[config.mk]
export PLATFORM = sky130hd
export DESIGN_NAME = demux_8_2_buffered
export DESIGN_NICKNAME = d
export VERILOG_FILES = /design/src/rtl/demux_pkg.sv /design/src/rtl/demux_8_2_buffered_byte_fifo.sv /design/src/rtl/demux_8_2_buffered.sv
export SDC_FILE = /design/constraint.sdc
export NUM_CORES = 1
export LEC_CHECK = 0
export ABC_AREA = 1
export CAP_MARGIN = 20
export CORE_ASPECT_RATIO = 1.2
export CORE_UTILIZATION = 50
export DETAILED_ROUTE_END_ITERATION = 8
export PLACE_DENSITY = 0.79
export SLEW_MARGIN = 20
export SYNTH_ARGS = -nofsm -noshare
export SYNTH_HDL_FRONTEND = slang
export SYNTH_SLANG_ARGS = --single-unit
[constraint.sdc]
create_clock -name clk -period 3.9 [get_ports clk]
set_input_delay 1.17 -clock clk [delete_from_list [all_inputs] [get_ports clk]]
set_output_delay 1.17 -clock clk [all_outputs]
set_load 0.01 [all_outputs]
[src/rtl/demux_pkg.sv]
// Shared constants and helpers for the buffered 1-to-4 byte demultiplexer.
package demux_pkg;

  localparam int NUM_CH = 4;
  localparam int SEL_W  = 2;
  localparam int BYTE_W = 8;

  typedef logic [BYTE_W-1:0] byte_t;

  function automatic int unsigned ch_offset(input int unsigned ch);
    return ch * BYTE_W;
  endfunction

endpackage

[src/rtl/demux_8_2_buffered_byte_fifo.sv]
// DEPTH-entry synchronous byte FIFO; head is the entry at the read pointer.
module byte_fifo
  import demux_pkg::*;
#(
  parameter int DEPTH = 2
) (
  input  logic  clk,
  input  logic  rst_n,
  input  logic  push,
  input  logic  pop,
  input  byte_t wr_data,
  output logic  full,
  output logic  empty,
  output byte_t head
);

  localparam int PTR_W = $clog2(DEPTH);
  localparam int CNT_W = PTR_W + 1;
  localparam logic [CNT_W-1:0] FULL_CNT = CNT_W'(DEPTH);

  byte_t            mem_q [DEPTH];
  byte_t            mem_d [DEPTH];
  logic [PTR_W-1:0] wr_ptr_q, wr_ptr_d;
  logic [PTR_W-1:0] rd_ptr_q, rd_ptr_d;
  logic [CNT_W-1:0] count_q, count_d;
  logic             do_push, do_pop;

  assign full  = (count_q == FULL_CNT);
  assign empty = (count_q == '0);
  assign head  = mem_q[rd_ptr_q];

  always_comb begin
    mem_d    = mem_q;
    wr_ptr_d = wr_ptr_q;
    rd_ptr_d = rd_ptr_q;
    count_d  = count_q;
    do_push  = push && !full;
    do_pop   = pop && !empty;
    if (do_push) begin
      mem_d[wr_ptr_q] = wr_data;
      wr_ptr_d        = wr_ptr_q + PTR_W'(1);
    end
    if (do_pop) begin
      rd_ptr_d = rd_ptr_q + PTR_W'(1);
    end
    // A simultaneous push and pop leaves the occupancy unchanged.
    case ({do_push, do_pop})
      2'b10:   count_d = count_q + CNT_W'(1);
      2'b01:   count_d = count_q - CNT_W'(1);
      default: count_d = count_q;
    endcase
  end

  always_ff @(posedge clk or negedge rst_n) begin
    if (!rst_n) begin
      for (int i = 0; i < DEPTH; i++) begin
        mem_q[i] <= '0;
      end
      wr_ptr_q <= '0;
      rd_ptr_q <= '0;
      count_q  <= '0;
    end else begin
      mem_q    <= mem_d;
      wr_ptr_q <= wr_ptr_d;
      rd_ptr_q <= rd_ptr_d;
      count_q  <= count_d;
    end
  end

endmodule

[src/rtl/demux_8_2_buffered.sv]
// Steers one byte stream into four per-destination FIFOs drained independently.
module demux_8_2_buffered
  import demux_pkg::*;
#(
  parameter int DEPTH = 2
) (
  input  logic                     clk,
  input  logic                     rst_n,
  input  logic [BYTE_W-1:0]        in_data,
  input  logic [SEL_W-1:0]         in_sel,
  input  logic                     in_valid,
  output logic                     in_ready,
  output logic [NUM_CH*BYTE_W-1:0] out_data,
  output logic [NUM_CH-1:0]        out_valid,
  input  logic [NUM_CH-1:0]        out_ready
);

  logic [NUM_CH-1:0] full;
  logic [NUM_CH-1:0] empty;
  logic [NUM_CH-1:0] push_en;
  byte_t             head [NUM_CH];

  // Readiness depends only on the selected channel's fill state, never on out_ready.
  assign in_ready  = !full[in_sel];
  assign out_valid = ~empty;

  for (genvar k = 0; k < NUM_CH; k++) begin : g_ch
    assign push_en[k] = in_valid && in_ready && (in_sel == SEL_W'(k));
    assign out_data[ch_offset(k) +: BYTE_W] = head[k];

    byte_fifo #(
      .DEPTH(DEPTH)
    ) u_fifo (
      .clk    (clk),
      .rst_n  (rst_n),
      .push   (push_en[k]),
      .pop    (out_ready[k]),
      .wr_data(in_data),
      .full   (full[k]),
      .empty  (empty[k]),
      .head   (head[k])
    );
  end

endmodule

[Yosys cells after proc, flatten, opt, wreduce, memory -nomap -nowiden]
Cells that the tools add are included.
Storage, ports and cells
  output and inout bits: 37
  bits of input ports: 17
  register bits after elaboration: 80
  word-level logic and storage cells: 138
Cells by class
  mux-type cells: 30
  reduce and logical (&&, ||, !) cells: 35
  bitwise logic cells: 9
  equal/unequal tests: 15
  add/sub/neg operators: 16
  magnitude comparators: 13
Operators by type and width (count)
  2-to-1 mux 8 bit: 16
  bitwise mux 16 bit: 4
  demux 8 bit (select 1 bit): 4
  == test 2 bit, second input constant: 10
  logical AND 1 bit: 17
  greater-or-equal comparator 2 bit, second input constant: 8
  NOT 1 -> 2 bit: 8
  one-hot mux 2 bit (2 select lines): 4
  == test 2 x 1 -> 1 bit, second input constant: 5
  logical NOT 2 bit: 5
  logical NOT 1 bit: 9
  adder 1 bit, second input constant: 8
  adder 2 x 1 -> 2 bit, second input constant: 4
  less-than comparator 2 x 1 -> 1 bit, second input constant: 4
  nonzero test 2 bit: 4
  subtractor 2 x 1 -> 2 bit, second input constant: 4
  NOT 4 bit: 1
  less-than comparator 2 x 3 -> 1 bit, second input constant: 1
  binary-select mux 1 bit (select 2 bit): 1
  2-to-1 mux 1 bit: 1

[Longest topological paths before layout]
Gate-level depths: netlist of run 1.
  word-level depth: 9
  gate-level depth with buffers: 12
  mapped depth without buffers: 12

[Modules after synthesis]
From an unflattened synthesis of run 1, not the netlist that was laid out.
Unflattened totals
  cell total of the unflattened synthesis: 529
  area total of the unflattened synthesis: 4171.5 sq um
By module, submodules not included
  byte_fifo at g_ch[0].u_fifo ...: cells an instance 126, seq. area each 500.5 sq um, area an instance 1014.7 sq um, times used 3
  byte_fifo at g_ch[3].u_fifo: cells an instance 126, seq. area each 500.5 sq um, area an instance 1011.0 sq um, times used 1
  demux_8_2_buffered: cells an instance 25, seq. area each 0.0 sq um, area an instance 116.4 sq um, times used 1

[Least setup slack after synthesis of run 1]
Ideal clock, no wire load.
  kind: in2out
  from: in in_sel[0]
  to: out in_ready
  path slack: 1102 ps
  data arrival time: 1628 ps
  stages: 5
  buffers on the path: 0
  data required time: 2730 ps
  cell sequence: nand2_1 -> inv_1 -> nand3_1 -> nand2_1 -> nor2_2
On the way
  longest elaborated chain between the ends: 3
Ends and longest elaborated chain
  start, declared: RTL line demux_8_2_buffered.sv:10  | input logic [SEL_W-1:0] in_sel,
  binary-select mux 1 bit (select 2 bit): RTL line demux_8_2_buffered.sv:24  | assign in_ready = !full[in_sel];
  2-to-1 mux 1 bit (implied by the code): RTL line demux_8_2_buffered.sv:24
  logical NOT 1 bit: RTL line demux_8_2_buffered.sv:24
  end, declared: RTL line demux_8_2_buffered.sv:12  | output logic in_ready,
Every way passes these cells. The select of a mux whose other input is x is not followed.

[Final worst setup path of run 1]
  from: in in_sel[1]
  to: out in_ready
The elaborated chain is that of the path after synthesis.

==> flow_summary.html, run 1 <==
<table>
<tr><th>Metric</th><th>Value</th></tr>
<tr><th colspan="2">Status</th></tr>
<tr><td>Result of the run</td><td>finished, final reports clean</td></tr>
<tr><th colspan="2">STA</th></tr>
<tr><td>Slew at the pin with the worst max-slew slack</td><td>0.983 ns</td></tr>
<tr><td>Headroom to the max-slew limit</td><td>34.5%</td></tr>
<tr><td>Highest achievable clock rate</td><td>263 MHz</td></tr>
<tr><td>Setup repair after global routing missed its margin</td><td>false</td></tr>
<tr><td>Final number of hold-violating endpoints</td><td>0</td></tr>
<tr><td>Setup TNS</td><td>0 ns</td></tr>
<tr><td>Worst hold slack</td><td>0.475 ns</td></tr>
<tr><td>Final period utilization</td><td>97.4%</td></tr>
<tr><td>Post-route minimum period</td><td>3.80 ns</td></tr>
<tr><td>Number of pins exceeding their max-slew limit in the final report</td><td>0</td></tr>
<tr><td>Clock skew after layout</td><td>0.0106 ns</td></tr>
<tr><td>Setup violation total in the final timing report</td><td>0</td></tr>
<tr><th colspan="2">Floorplan</th></tr>
<tr><td>Placement Rows</td><td>34</td></tr>
<tr><td>Placeable core region</td><td>7230 um2</td></tr>
<tr><td>Horizontal extent of the die</td><td>81.0 um</td></tr>
<tr><td>Die ar.</td><td>7840 um2</td></tr>
<tr><td>Ports placed on the boundary</td><td>54</td></tr>
<tr><td>Die Y</td><td>96.8 um</td></tr>
<tr><td>Starting Density</td><td>51.8%</td></tr>
<tr><th colspan="2">Finish</th></tr>
<tr><td>Number of fill cells in the layout</td><td>651</td></tr>
<tr><td>Post-route standard cell area excluding fillers</td><td>4530 um2</td></tr>
<tr><td>Number of nets in the layout</td><td>566</td></tr>
<tr><td>Signed area change from the synthesized netlist to the final layout</td><td>21.0%</td></tr>
<tr><td>Ratio of cells with drive above 1 in the final layout</td><td>4.74%</td></tr>
<tr><td>Antenna Diode Count</td><td>0</td></tr>
<tr><th colspan="2">Yosys</th></tr>
<tr><td>Sequential element share of the synthesized area</td><td>53.5%</td></tr>
<tr><td>Synthesized netlist net count</td><td>515</td></tr>
<tr><td>Number of flops mapped to enable cells by yosys</td><td>0</td></tr>
<tr><td>Mean cell area of the mapped netlist</td><td>7.58 um2</td></tr>
<tr><td>Gate Count Post-Synth</td><td>494</td></tr>
<tr><td>Leading cell types by count after synthesis</td><td>nand2_1, dfrtp_1, nand3_1</td></tr>
<tr><td>Total of flip-flops plus latches after synthesis</td><td>80</td></tr>
<tr><td>Cell types with the largest area share after synthesis</td><td>dfrtp_1, nand2_1, nand3_1</td></tr>
<tr><td>Share of the synthesized area in the top cell type</td><td>53.5%</td></tr>
<tr><td>Post-Synthesis Cell Area</td><td>3740 um2</td></tr>
<tr><td>Library cells used by synthesis</td><td>17</td></tr>
<tr><td>Synthesis warning total</td><td>0</td></tr>
<tr><td>Most area-hungry cell type in the Yosys netlist</td><td>dfrtp_1</td></tr>
<tr><td>Async S/R FF share, synth</td><td>100%</td></tr>
<tr><td>Dominant cell by count in the synthesized netlist</td><td>nand2_1</td></tr>
<tr><td>Synth Flop Type</td><td>dfrtp_1</td></tr>
<tr><th colspan="2">Drt</th></tr>
<tr><td>Ratio of routed vias to standard cells</td><td>5.03</td></tr>
<tr><td>Via count of the routed design</td><td>3,212</td></tr>
<tr><td>Number of remaining DRC errors</td><td>0</td></tr>
<tr><td>Drt first-iter violations</td><td>228</td></tr>
<tr><td>Count of nets left with antenna violations after detail routing</td><td>0</td></tr>
<tr><td>First-pass detailed-route iteration total</td><td>5</td></tr>
<tr><td>Detail-routed net length per standard cell</td><td>13.3 um</td></tr>
<tr><td>Wire length after detailed routing</td><td>8.47 mm</td></tr>
<tr><th colspan="2">CTS</th></tr>
<tr><td>Clock-pin transition on the worst setup and hold timing paths</td><td>0.08 ns</td></tr>
<tr><td>H-tree depth reported by CTS</td><td>3</td></tr>
<tr><td>TritonCTS Buffers</td><td>9</td></tr>
<tr><td>CTS tree</td><td>built</td></tr>
<tr><td>Number of cells upsized or downsized after cts</td><td>0</td></tr>
<tr><td>Buffers inserted by post-CTS timing repair</td><td>0</td></tr>
<tr><td>Clock latency of the later-clocked register in the worst-skew pair</td><td>0.34 ns</td></tr>
<tr><td>Clock tree root driver cell</td><td>clkbuf_8</td></tr>
<tr><td>Total number of clock tree sinks</td><td>80</td></tr>
<tr><td>CTS max path bufs</td><td>2</td></tr>
<tr><td>Hold Buf Count CTS</td><td>0</td></tr>
<tr><th colspan="2">Placement</th></tr>
<tr><td>GP Congestion</td><td>0.827</td></tr>
<tr><td>Total placed instance area</td><td>4340 um2</td></tr>
<tr><td>Buffers added on ports</td><td>53</td></tr>
<tr><td>Detailed placer's ending HPWL</td><td>5.82 mm</td></tr>
<tr><th colspan="2">Global route</th></tr>
<tr><td>Global-route wire length before repair</td><td>14.0 mm</td></tr>
<tr><td>Largest net degree at the start of global routing</td><td>81</td></tr>
<tr><td>Total congestion overflow after global routing</td><td>0</td></tr>
<tr><td>Via count of the first global-routing pass</td><td>3,049</td></tr>
<tr><td>Number of antenna violations at the first check in global routing</td><td>0</td></tr>
<tr><td>Global-route usage over all layers</td><td>23.6%</td></tr>
<tr><th colspan="2">Setup path</th></tr>
<tr><td>Delay of the slowest critical-path stage</td><td>0.54 ns</td></tr>
<tr><td>Critical path endpoint category</td><td>primary output</td></tr>
<tr><td>Worst Path Class, Setup</td><td>input pin to primary output</td></tr>
<tr><td>Required @ worst endpoint</td><td>2.73 ns</td></tr>
<tr><td>Worst Path Arrival</td><td>2.63 ns</td></tr>
<tr><td>Master of the slowest instance on the critical path</td><td>clkdlybuf4s50_1</td></tr>
<tr><td>Cells along the critical path</td><td>clkdlybuf4s50_1 -&gt; inv_1 -&gt; nor2_2 -&gt; nand2_1 -&gt; nand2_1 -&gt; nor2_2 -&gt; clkdlybuf4s50_1</td></tr>
<tr><td>CP Max Fanout</td><td>5</td></tr>
<tr><td>Launching element type of the critical path</td><td>input pin</td></tr>
<tr><th colspan="2">Hold path</th></tr>
<tr><td>Min-Delay Path Class</td><td>flop to flop</td></tr>
<tr><th colspan="2">Power and ir drop</th></tr>
<tr><td>Leak</td><td>2.46 nW</td></tr>
<tr><td>Peak supply drop</td><td>490 uV</td></tr>
<tr><td>Power density over cell area</td><td>826 nW/um2</td></tr>
<tr><th colspan="2">Job</th></tr>
<tr><td>Max_cap viols</td><td>0</td></tr>
</table>
==> power breakdown <==
group	switching [mW]	internal (mW)	leakage, nW
clock	0.289	0.290	0.0948
sequential	0.313	1.23	0.991
combinational	0.830	0.787	1.37
==> area by class of cell <==
class,count,area (um2),share of cell area (%)
Sequential cell,80,2000,44.2
Multi-Input combinational cell,367,1560,34.3
Inverter,30,113,2.49
Tap cell,90,113,2.49
Clock inverter,6,61.3,1.35
Timing Repair Buffer,57,561,12.4
Clock buffer,9,124,2.74
==> placed cells by master (no fill, tap or decap) <==
cell type        count
nor2_2               4
o21ai_0              4
clkbuf_8             9
nand2_2              1
bufinv_16            1
clkinv_2             3
ha_1                 4
xnor2_1              4
nor2_1              11
inv_1               23
dlymetal6s2s_1       1
clkinv_1             6
clkdlybuf4s50_1     51
nand4_1              6
clkinvlp_4           1
inv_2                1
buf_4                5
nand2_1            285
a21oi_1              4
dfrtp_1             80
xor2_1               8
clkinv_4             1
nand3_1             36
==> worst max-delay path: cells and delay by family <==
| family | cells | cell delay [ns] |
|---|---|---|
| buffers and inverters | 3 | 1.16 |
| AND/OR/NAND/NOR | 4 | 0.29 |
==> per-stage QoR <==
| stage | instances | total power [mW] | utilization (%) | setup WS, ns |
|---|---|---|---|---|
| 5_1_grt | 639 | 4.03 | 62.6 | 0.0211 |
| 3_3_place_gp | 624 | 3.11 | 59.9 | 0.0947 |
| 4_1_cts | 639 | 3.76 | 62.5 | 0.0504 |
| 6_report | 639 | 3.74 | 62.6 | 0.0999 |
| 3_5_place_dp | 624 | 3.18 | 59.9 | 0.0626 |
| 2_1_floorplan | 494 | 2.40 | - | 1.10 |
==> cells by family (layout without fill, tap and decap cells) <==
logic type      after synthesis  after routing  share of synthesized area, %
simple gates                343            343                          36.2
flops                        80             80                          53.5
buf+inv                      47            102                          5.11
xor+xnor                     12             12                          2.81
compound gates                8              8                          1.07
fa+ha+maj                     4              4                          1.34
==> path summary, 6_finish.rpt <==
path | start | end | slack (ns) | cells past startpoint
hold / removal | g_ch[0].u_fifo.mem_q[5]$_DFFE_PN0P_ | g_ch[0].u_fifo.mem_q[5]$_DFFE_PN0P_ | 0.47 | 2
setup / recovery | in_sel[1] | in_ready | 0.1 | 7
hold reg to reg | g_ch[0].u_fifo.mem_q[5]$_DFFE_PN0P_ | g_ch[0].u_fifo.mem_q[5]$_DFFE_PN0P_ | 0.47 | 2
min in group asynchronous | rst_n | g_ch[1].u_fifo.mem_q[5]$_DFFE_PN0P_ | 0.94 | 1
setup reg to reg | g_ch[1].u_fifo.count_q[1]$_DFFE_PN0P_ | g_ch[3].u_fifo.count_q[1]$_DFFE_PN0P_ | 2.01 | 12
max in group asynchronous | rst_n | g_ch[3].u_fifo.mem_q[5]$_DFFE_PN0P_ | 2.29 | 1
==> sequential cells by signal, summed over array words and instances (netlist names) <==
name and count:
g_ch.u_fifo.count_q 8, g_ch.u_fifo.mem_q 64, g_ch.u_fifo.rd_ptr_q 4, g_ch.u_fifo.wr_ptr_q 4
==> layer usage <==
metal	vias up	GRT usage [%]	routed length [um]
met5	-	0	0
met4	0	9.62	184
met3	14	4.15	469
met2	104	37.1	4140
met1	1486	32.0	3680
li1	1608	-	-
Power figures use the tool's default switching activity.
==> run 2, diff against run 1 <==
Settings changed: DONT_BUFFER_PORTS set to 1, PLACE_DENSITY 0.79 to 0.7.
==> flow_summary.html, run 2 (same netlist as run 1, synthesis figures left out) <==
<table>
<tr><th>Metric</th><th>Value</th></tr>
<tr><th colspan="2">CTS</th></tr>
<tr><td>CTS tree</td><td>built</td></tr>
<tr><td>Number of cells upsized or downsized after cts</td><td>0 (unchanged)</td></tr>
<tr><td>Clock-pin transition on the worst setup and hold timing paths</td><td>0.08 ns (about the same)</td></tr>
<tr><td>Clock latency of the later-clocked register in the worst-skew pair</td><td>0.35 ns (about the same)</td></tr>
<tr><td>TritonCTS Buffers</td><td>9 (unchanged)</td></tr>
<tr><td>Hold Buf Count CTS</td><td>0 (unchanged)</td></tr>
<tr><td>Total number of clock tree sinks</td><td>80 (unchanged)</td></tr>
<tr><td>Buffers inserted by post-CTS timing repair</td><td>0 (unchanged)</td></tr>
<tr><td>Clock tree root driver cell</td><td>clkbuf_8</td></tr>
<tr><td>CTS max path bufs</td><td>2 (unchanged)</td></tr>
<tr><td>H-tree depth reported by CTS</td><td>3 (unchanged)</td></tr>
<tr><th colspan="2">Setup path</th></tr>
<tr><td>Delay of the slowest critical-path stage</td><td>0.26 ns (-0.28 ns)</td></tr>
<tr><td>CP Max Fanout</td><td>6 (+1)</td></tr>
<tr><td>Worst Path Arrival</td><td>1.75 ns (-0.88 ns)</td></tr>
<tr><td>Required @ worst endpoint</td><td>2.73 ns (about the same)</td></tr>
<tr><td>Cell repeated most along the worst path</td><td>nand2_1</td></tr>
<tr><td>Critical path endpoint category</td><td>primary output</td></tr>
<tr><td>Launching element type of the critical path</td><td>input pin</td></tr>
<tr><td>Master of the slowest instance on the critical path</td><td>nor2_2</td></tr>
<tr><td>Cells along the critical path</td><td>nand2_1 -&gt; inv_1 -&gt; nand3_1 -&gt; nand2_1 -&gt; nor2_2</td></tr>
<tr><td>Worst Path Class, Setup</td><td>input pin to primary output</td></tr>
<tr><th colspan="2">Finish</th></tr>
<tr><td>Flip-flop count of the largest register, all copies and words added</td><td>64 (unchanged)</td></tr>
<tr><td>Ratio of cells with drive above 1 in the final layout</td><td>4.24% (-0.49 points)</td></tr>
<tr><td>Signed area change from the synthesized netlist to the final layout</td><td>6.58%</td></tr>
<tr><td>Post-route standard cell area excluding fillers</td><td>3990 um2 (-12%)</td></tr>
<tr><td>Biggest registers after layout</td><td>g_ch.u_fifo.mem_q (64), g_ch.u_fifo.count_q (8)</td></tr>
<tr><td>Most common library cell in the layout ignoring fill and taps</td><td>nand2_1</td></tr>
<tr><td>Number of fill cells in the layout</td><td>691 (+6.1%)</td></tr>
<tr><td>Number of nets in the layout</td><td>511 (-9.7%)</td></tr>
<tr><td>Antenna Diode Count</td><td>0 (unchanged)</td></tr>
<tr><td>Register with the highest flop count</td><td>g_ch.u_fifo.mem_q</td></tr>
<tr><td>Commonest cells after routing, fill and taps aside</td><td>nand2_1, dfrtp_1, nand3_1</td></tr>
<tr><th colspan="2">Power and ir drop</th></tr>
<tr><td>Peak supply drop</td><td>366 uV (-25%)</td></tr>
<tr><td>Power density over cell area</td><td>809 nW/um2 (-2.0%)</td></tr>
<tr><td>Leak</td><td>2.24 nW (-8.8%)</td></tr>
<tr><th colspan="2">Placement</th></tr>
<tr><td>GP Congestion</td><td>0.882 (+6.7%)</td></tr>
<tr><td>Buffers added on ports</td><td>0 (-100%)</td></tr>
<tr><td>Placement Setup Slack</td><td>0.991 ns (+0.929 ns)</td></tr>
<tr><td>Total placed instance area</td><td>3790 um2 (-13%)</td></tr>
<tr><td>Detailed placer's ending HPWL</td><td>5.55 mm (-4.8%)</td></tr>
<tr><th colspan="2">STA</th></tr>
<tr><td>Setup TNS</td><td>0 ns (unchanged)</td></tr>
<tr><td>Highest achievable clock rate</td><td>342 MHz (+30%)</td></tr>
<tr><td>Final period utilization</td><td>75.0% (-22 points)</td></tr>
<tr><td>Headroom to the max-slew limit</td><td>62.6% (+28 points)</td></tr>
<tr><td>Clock skew after layout</td><td>0.0118 ns (+0.00116 ns)</td></tr>
<tr><td>Setup WS post-layout</td><td>0.977 ns (+0.877 ns)</td></tr>
<tr><td>Final number of hold-violating endpoints</td><td>0 (unchanged)</td></tr>
<tr><td>Slew at the pin with the worst max-slew slack</td><td>0.558 ns (-0.424 ns)</td></tr>
<tr><td>Setup repair after global routing missed its margin</td><td>false</td></tr>
<tr><td>Number of pins exceeding their max-slew limit in the final report</td><td>0 (unchanged)</td></tr>
<tr><td>Post-route minimum period</td><td>2.92 ns (-0.877 ns)</td></tr>
<tr><td>Setup violation total in the final timing report</td><td>0 (unchanged)</td></tr>
<tr><th colspan="2">Drt</th></tr>
<tr><td>Count of nets left with antenna violations after detail routing</td><td>0 (unchanged)</td></tr>
<tr><td>Ratio of routed vias to standard cells</td><td>5.15 (+2.4%)</td></tr>
<tr><td>Drt first-iter violations</td><td>185 (-19%)</td></tr>
<tr><td>Number of remaining DRC errors</td><td>0 (unchanged)</td></tr>
<tr><td>Detail-routed net length per standard cell</td><td>14.2 um (+7.2%)</td></tr>
<tr><td>First-pass detailed-route iteration total</td><td>5 (unchanged)</td></tr>
<tr><td>Wire length after detailed routing</td><td>8.31 mm (-1.9%)</td></tr>
<tr><td>Via count of the routed design</td><td>3,011 (-6.3%)</td></tr>
<tr><th colspan="2">Global route</th></tr>
<tr><td>Global-route usage over all layers</td><td>23.5% (-0.085 points)</td></tr>
<tr><td>Largest net degree at the start of global routing</td><td>81 (unchanged)</td></tr>
<tr><td>Number of antenna violations at the first check in global routing</td><td>0 (unchanged)</td></tr>
<tr><td>Total congestion overflow after global routing</td><td>0 (unchanged)</td></tr>
<tr><td>Via count of the first global-routing pass</td><td>2,847 (-6.6%)</td></tr>
<tr><td>Global-route wire length before repair</td><td>13.9 mm (-0.89%)</td></tr>
<tr><th colspan="2">Floorplan</th></tr>
<tr><td>Starting Density</td><td>51.8% (unchanged)</td></tr>
<tr><td>Die Y</td><td>96.8 um (unchanged)</td></tr>
<tr><td>Placeable core region</td><td>7230 um2 (unchanged)</td></tr>
<tr><td>Ports placed on the boundary</td><td>54 (unchanged)</td></tr>
<tr><td>Die ar.</td><td>7840 um2 (unchanged)</td></tr>
<tr><td>Placement Rows</td><td>34 (unchanged)</td></tr>
<tr><td>Horizontal extent of the die</td><td>81.0 um (unchanged)</td></tr>
<tr><th colspan="2">Job</th></tr>
<tr><td>Max_cap viols</td><td>0 (unchanged)</td></tr>
<tr><th colspan="2">Status</th></tr>
<tr><td>Result of the run</td><td>finished, final reports clean</td></tr>
<tr><th colspan="2">Hold path</th></tr>
<tr><td>Min-Delay Path Class</td><td>flop to flop</td></tr>
</table>
==> run 2: cell types whose count changed in the layout (fill, tap and decap cells not counted), sizes merged <==
cell	change
buf	-3
clkbuf	+2
clkdlybuf4s50	-51
clkinv	-1
dlymetal6s2s	-1
==> run 2: cell type report <==
type / count / area [um2] / area share, %
clock buffers: 11 / 141 / 3.54
inverters: 30 / 113 / 2.82
clock inverters: 5 / 56.3 / 1.41
multi-input cells: 367 / 1550 / 38.9
flip-flops and latches: 80 / 2000 / 50.2
repair buffers: 2 / 15.0 / 0.376
well taps: 90 / 113 / 2.82
==> run 2: metal layers <==
metal  share of wire [%]  GRT usage (%)
met1                  44           32.2
met2                  48           35.6
met3                 6.5           5.38
met4                 1.6           10.0
met5                   0              0
==> run 2: where the power goes <==
part           switching [mW]  internal (mW)
combinational           0.724          0.359
clock                   0.302          0.313
sequential              0.301           1.23
total                    1.33           1.90
==> run 2: final timing paths <==
check	from	end	slack [ns]	cells past startpoint
setup / recovery	in_sel[0]	in_ready	0.98	5
hold / removal	g_ch[0].u_fifo.mem_q[0]$_DFFE_PN0P_	g_ch[0].u_fifo.mem_q[0]$_DFFE_PN0P_	0.47	2
setup reg to reg	g_ch[1].u_fifo.count_q[1]$_DFFE_PN0P_	g_ch[2].u_fifo.count_q[1]$_DFFE_PN0P_	1.87	13
hold reg to reg	g_ch[0].u_fifo.mem_q[0]$_DFFE_PN0P_	g_ch[0].u_fifo.mem_q[0]$_DFFE_PN0P_	0.47	2
max in group asynchronous	rst_n	g_ch[1].u_fifo.count_q[1]$_DFFE_PN0P_	3.24	0
min in group asynchronous	rst_n	g_ch[1].u_fifo.mem_q[7]$_DFFE_PN0P_	0.51	0
==> run 2: critical path, delay by kind of cell <==
kind / cells / cell delay, ns
and+or+nand+nor: 4 / 0.49
buffers and inverters: 1 / 0.09
==> run 2: stage by stage <==
stage	util [%]	hold slack [ns]	power (mW)	cells
after floorplan	-	0.442	2.40	494
after global placement	52.4	0.454	2.59	569
after detailed placement	52.4	0.459	2.64	569
after CTS	55.2	0.477	3.26	585
after global routing	55.2	0.481	3.50	585
final	55.2	0.474	3.23	585
==> run 3, diff against run 2 <==
Settings changed: PLACE_DENSITY 0.7 to 0.73.
Clock period 3.9 ns to 2.65 ns, I/O delays scaled along.
==> flow_summary.html, run 3 (same netlist as run 1, synthesis figures left out) <==
<table>
<tr><th>Metric</th><th>Value</th></tr>
<tr><th colspan="2">Status</th></tr>
<tr><td>Result of the run</td><td>finished, final reports clean</td></tr>
<tr><th colspan="2">Drt</th></tr>
<tr><td>Wire length after detailed routing</td><td>8.35 mm (+0.52%)</td></tr>
<tr><td>Detail-routed net length per standard cell</td><td>14.3 um (+0.52%)</td></tr>
<tr><td>Count of nets left with antenna violations after detail routing</td><td>0 (unchanged)</td></tr>
<tr><td>Detailed route wirelength on metal3</td><td>465 um (-14%)</td></tr>
<tr><td>Number of remaining DRC errors</td><td>0 (unchanged)</td></tr>
<tr><td>Ratio of routed vias to standard cells</td><td>5.20 (+1.0%)</td></tr>
<tr><td>Via count of the routed design</td><td>3,042 (+1.0%)</td></tr>
<tr><td>Uppermost layer routed</td><td>met4</td></tr>
<tr><td>First-pass detailed-route iteration total</td><td>4 (-1)</td></tr>
<tr><td>Post-Route M1 WL</td><td>3.57 mm (-3.0%)</td></tr>
<tr><td>Drt first-iter violations</td><td>148 (-20%)</td></tr>
<tr><td>Met2 wirelength from detailed routing</td><td>3.98 mm (+0.56%)</td></tr>
<tr><th colspan="2">Hold path</th></tr>
<tr><td>Min-Delay Path Class</td><td>input pin to asynchronous set/reset pin</td></tr>
<tr><th colspan="2">CTS</th></tr>
<tr><td>Total number of clock tree sinks</td><td>80 (unchanged)</td></tr>
<tr><td>Number of cells upsized or downsized after cts</td><td>0 (unchanged)</td></tr>
<tr><td>Hold Buf Count CTS</td><td>0 (unchanged)</td></tr>
<tr><td>Clock latency of the later-clocked register in the worst-skew pair</td><td>0.36 ns (about the same)</td></tr>
<tr><td>CTS tree</td><td>built</td></tr>
<tr><td>Clock tree root driver cell</td><td>clkbuf_8</td></tr>
<tr><td>Clock-pin transition on the worst setup and hold timing paths</td><td>0.08 ns (about the same)</td></tr>
<tr><td>Buffers inserted by post-CTS timing repair</td><td>0 (unchanged)</td></tr>
<tr><td>TritonCTS Buffers</td><td>9 (unchanged)</td></tr>
<tr><td>H-tree depth reported by CTS</td><td>3 (unchanged)</td></tr>
<tr><td>CTS max path bufs</td><td>2 (unchanged)</td></tr>
<tr><th colspan="2">Power and ir drop</th></tr>
<tr><td>Power density over cell area</td><td>1170 nW/um2 (+45%)</td></tr>
<tr><td>Cell internal power dissipation</td><td>2.70 mW (+42%)</td></tr>
<tr><td>Net Switching</td><td>1.96 mW (+48%)</td></tr>
<tr><td>Logic gate share of total power</td><td>34.3% (+0.8 points)</td></tr>
<tr><td>Clock power frac</td><td>17.2% (-1.8 points)</td></tr>
<tr><td>Peak supply drop</td><td>430 uV (+18%)</td></tr>
<tr><td>Total power after layout</td><td>4.66 mW (+44%)</td></tr>
<tr><td>Net Sw Frac</td><td>42.1% (+1.0 points)</td></tr>
<tr><td>Share of power burned in registers</td><td>48.5% (+1.1 points)</td></tr>
<tr><td>Leak</td><td>2.23 nW (-0.51%)</td></tr>
<tr><th colspan="2">STA</th></tr>
<tr><td>Setup repair after global routing missed its margin</td><td>false</td></tr>
<tr><td>Highest achievable clock rate</td><td>437 MHz</td></tr>
<tr><td>Post-route minimum period</td><td>2.29 ns</td></tr>
<tr><td>Worst hold slack</td><td>0.123 ns (-0.351 ns)</td></tr>
<tr><td>Setup WS post-layout</td><td>0.359 ns (-0.618 ns)</td></tr>
<tr><td>Number of pins exceeding their max-slew limit in the final report</td><td>0 (unchanged)</td></tr>
<tr><td>Setup TNS</td><td>0 ns (unchanged)</td></tr>
<tr><td>Clock skew after layout</td><td>0.00821 ns (-0.00359 ns)</td></tr>
<tr><td>Setup violation total in the final timing report</td><td>0 (unchanged)</td></tr>
<tr><td>Slew at the pin with the worst max-slew slack</td><td>0.549 ns (-0.00914 ns)</td></tr>
<tr><td>Final period utilization</td><td>86.4%</td></tr>
<tr><td>Final number of hold-violating endpoints</td><td>0 (unchanged)</td></tr>
<tr><td>Headroom to the max-slew limit</td><td>63.2% (+0.61 points)</td></tr>
<tr><th colspan="2">Finish</th></tr>
<tr><td>Biggest registers after layout</td><td>g_ch.u_fifo.mem_q (64), g_ch.u_fifo.count_q (8)</td></tr>
<tr><td>Antenna Diode Count</td><td>0 (unchanged)</td></tr>
<tr><td>Most common library cell in the layout ignoring fill and taps</td><td>nand2_1</td></tr>
<tr><td>Ratio of cells with drive above 1 in the final layout</td><td>4.44% (+0.20 points)</td></tr>
<tr><td>Commonest cells after routing, fill and taps aside</td><td>nand2_1, dfrtp_1, nand3_1</td></tr>
<tr><td>Number of fill cells in the layout</td><td>705 (+2.0%)</td></tr>
<tr><td>Register with the highest flop count</td><td>g_ch.u_fifo.mem_q</td></tr>
<tr><td>Signed area change from the synthesized netlist to the final layout</td><td>5.92%</td></tr>
<tr><td>End-of-flow core utilization</td><td>54.8% (-0.35 points)</td></tr>
<tr><td>Number of nets in the layout</td><td>511 (unchanged)</td></tr>
<tr><td>Flip-flop count of the largest register, all copies and words added</td><td>64 (unchanged)</td></tr>
<tr><th colspan="2">Setup path</th></tr>
<tr><td>Launching element type of the critical path</td><td>flop</td></tr>
<tr><td>CP Max Fanout</td><td>9 (+3)</td></tr>
<tr><td>Required @ worst endpoint</td><td>1.86 ns (-0.87 ns)</td></tr>
<tr><td>R2R setup slack</td><td>0.77 ns (-1.10 ns)</td></tr>
<tr><td>Worst Path Class, Setup</td><td>flop to primary output</td></tr>
<tr><td>Worst Path Arrival</td><td>1.50 ns (-0.25 ns)</td></tr>
<tr><td>Origin of the critical flop-to-flop path</td><td>g_ch[0].u_fifo.count_q[1]$_DFFE_PN0P_</td></tr>
<tr><td>Critical path endpoint category</td><td>primary output</td></tr>
<tr><td>Destination of the worst register-to-register timing path</td><td>g_ch[2].u_fifo.count_q[1]$_DFFE_PN0P_</td></tr>
<tr><td>Depth of the most critical reg-to-reg path</td><td>12 (-1)</td></tr>
<tr><th colspan="2">Floorplan</th></tr>
<tr><td>Starting Density</td><td>51.8% (unchanged)</td></tr>
<tr><td>Die Y</td><td>96.8 um (unchanged)</td></tr>
<tr><td>Horizontal extent of the die</td><td>81.0 um (unchanged)</td></tr>
<tr><td>Placement Rows</td><td>34 (unchanged)</td></tr>
<tr><td>Placeable core region</td><td>7230 um2 (unchanged)</td></tr>
<tr><td>Ports placed on the boundary</td><td>54 (unchanged)</td></tr>
<tr><td>Die ar.</td><td>7840 um2 (unchanged)</td></tr>
<tr><th colspan="2">Global route</th></tr>
<tr><td>Global-route wire length before repair</td><td>13.7 mm (-1.3%)</td></tr>
<tr><td>Via count of the first global-routing pass</td><td>2,832 (-0.53%)</td></tr>
<tr><td>Global-route usage over all layers</td><td>23.5% (+0.041 points)</td></tr>
<tr><td>Total congestion overflow after global routing</td><td>0 (unchanged)</td></tr>
<tr><td>Largest net degree at the start of global routing</td><td>81 (unchanged)</td></tr>
<tr><td>Number of antenna violations at the first check in global routing</td><td>0 (unchanged)</td></tr>
<tr><th colspan="2">Placement</th></tr>
<tr><td>Placement Setup Slack</td><td>0.420 ns (-0.571 ns)</td></tr>
<tr><td>Detailed placer's ending HPWL</td><td>5.60 mm (+0.98%)</td></tr>
<tr><td>GP Congestion</td><td>0.785 (-11%)</td></tr>
<tr><td>Buffers added on ports</td><td>0 (unchanged)</td></tr>
<tr><th colspan="2">Job</th></tr>
<tr><td>Max_cap viols</td><td>0 (unchanged)</td></tr>
</table>
[run 3: stage by stage]
step                      cell area (um2)  std cells
after floorplan                      3740        494
after global placement               3790        569
after detailed placement             3790        569
after CTS                            3970        585
after global routing                 3970        585
final                                3970        585
[run 3: worst max path at each step]
stage | from | to | slack, ns | depth (start not counted)
floorplan | in_sel[0] | g_ch[3].u_fifo.count_q[1]$_DFFE_PN0P_ | 0.42 | 10
global placement | in_sel[0] | in_ready | 0.52 | 5
detailed placement | in_sel[0] | g_ch[2].u_fifo.count_q[1]$_DFFE_PN0P_ | 0.42 | 10
CTS | g_ch[0].u_fifo.rd_ptr_q$_DFFE_PN0P_ | out_data[1] | 0.36 | 3
global route | g_ch[1].u_fifo.rd_ptr_q$_DFFE_PN0P_ | out_data[8] | 0.27 | 3
finish | g_ch[1].u_fifo.rd_ptr_q$_DFFE_PN0P_ | out_data[12] | 0.36 | 3
[run 3: metal layers]
layer	vias to the layer above	track usage, %
li1	1504	-
met1	1418	30.9
met2	93	35.6
met3	27	5.09
met4	0	13.5
met5	-	0
[run 3: layout make-up]
type / instances / area, um2 / share of cell area [%]
inverter: 30 / 113 / 2.84
clock inverter: 6 / 35.0 / 0.884
multi-input combinational: 367 / 1550 / 39.1
tap: 90 / 113 / 2.84
clock buffer: 10 / 138 / 3.47
timing repair buffer: 2 / 15.0 / 0.379
sequential: 80 / 2000 / 50.5
[run 3: power groups by stage]
stage | sequential, mW | combinational [mW] | clock (mW)
2_1_floorplan | 2.08 | 1.46 | 0
3_3_place_gp | 2.25 | 1.56 | 0
6_report | 2.26 | 1.60 | 0.803
5_1_grt | 2.34 | 1.85 | 0.862
3_5_place_dp | 2.27 | 1.62 | 0
4_1_cts | 2.26 | 1.62 | 0.820
[run 3: critical path, cell delays in order, from the launching register on]
cell      delay [ns]
dfrtp_1         0.55
clkinv_1        0.35
nand2_1         0.15
nand2_1         0.10
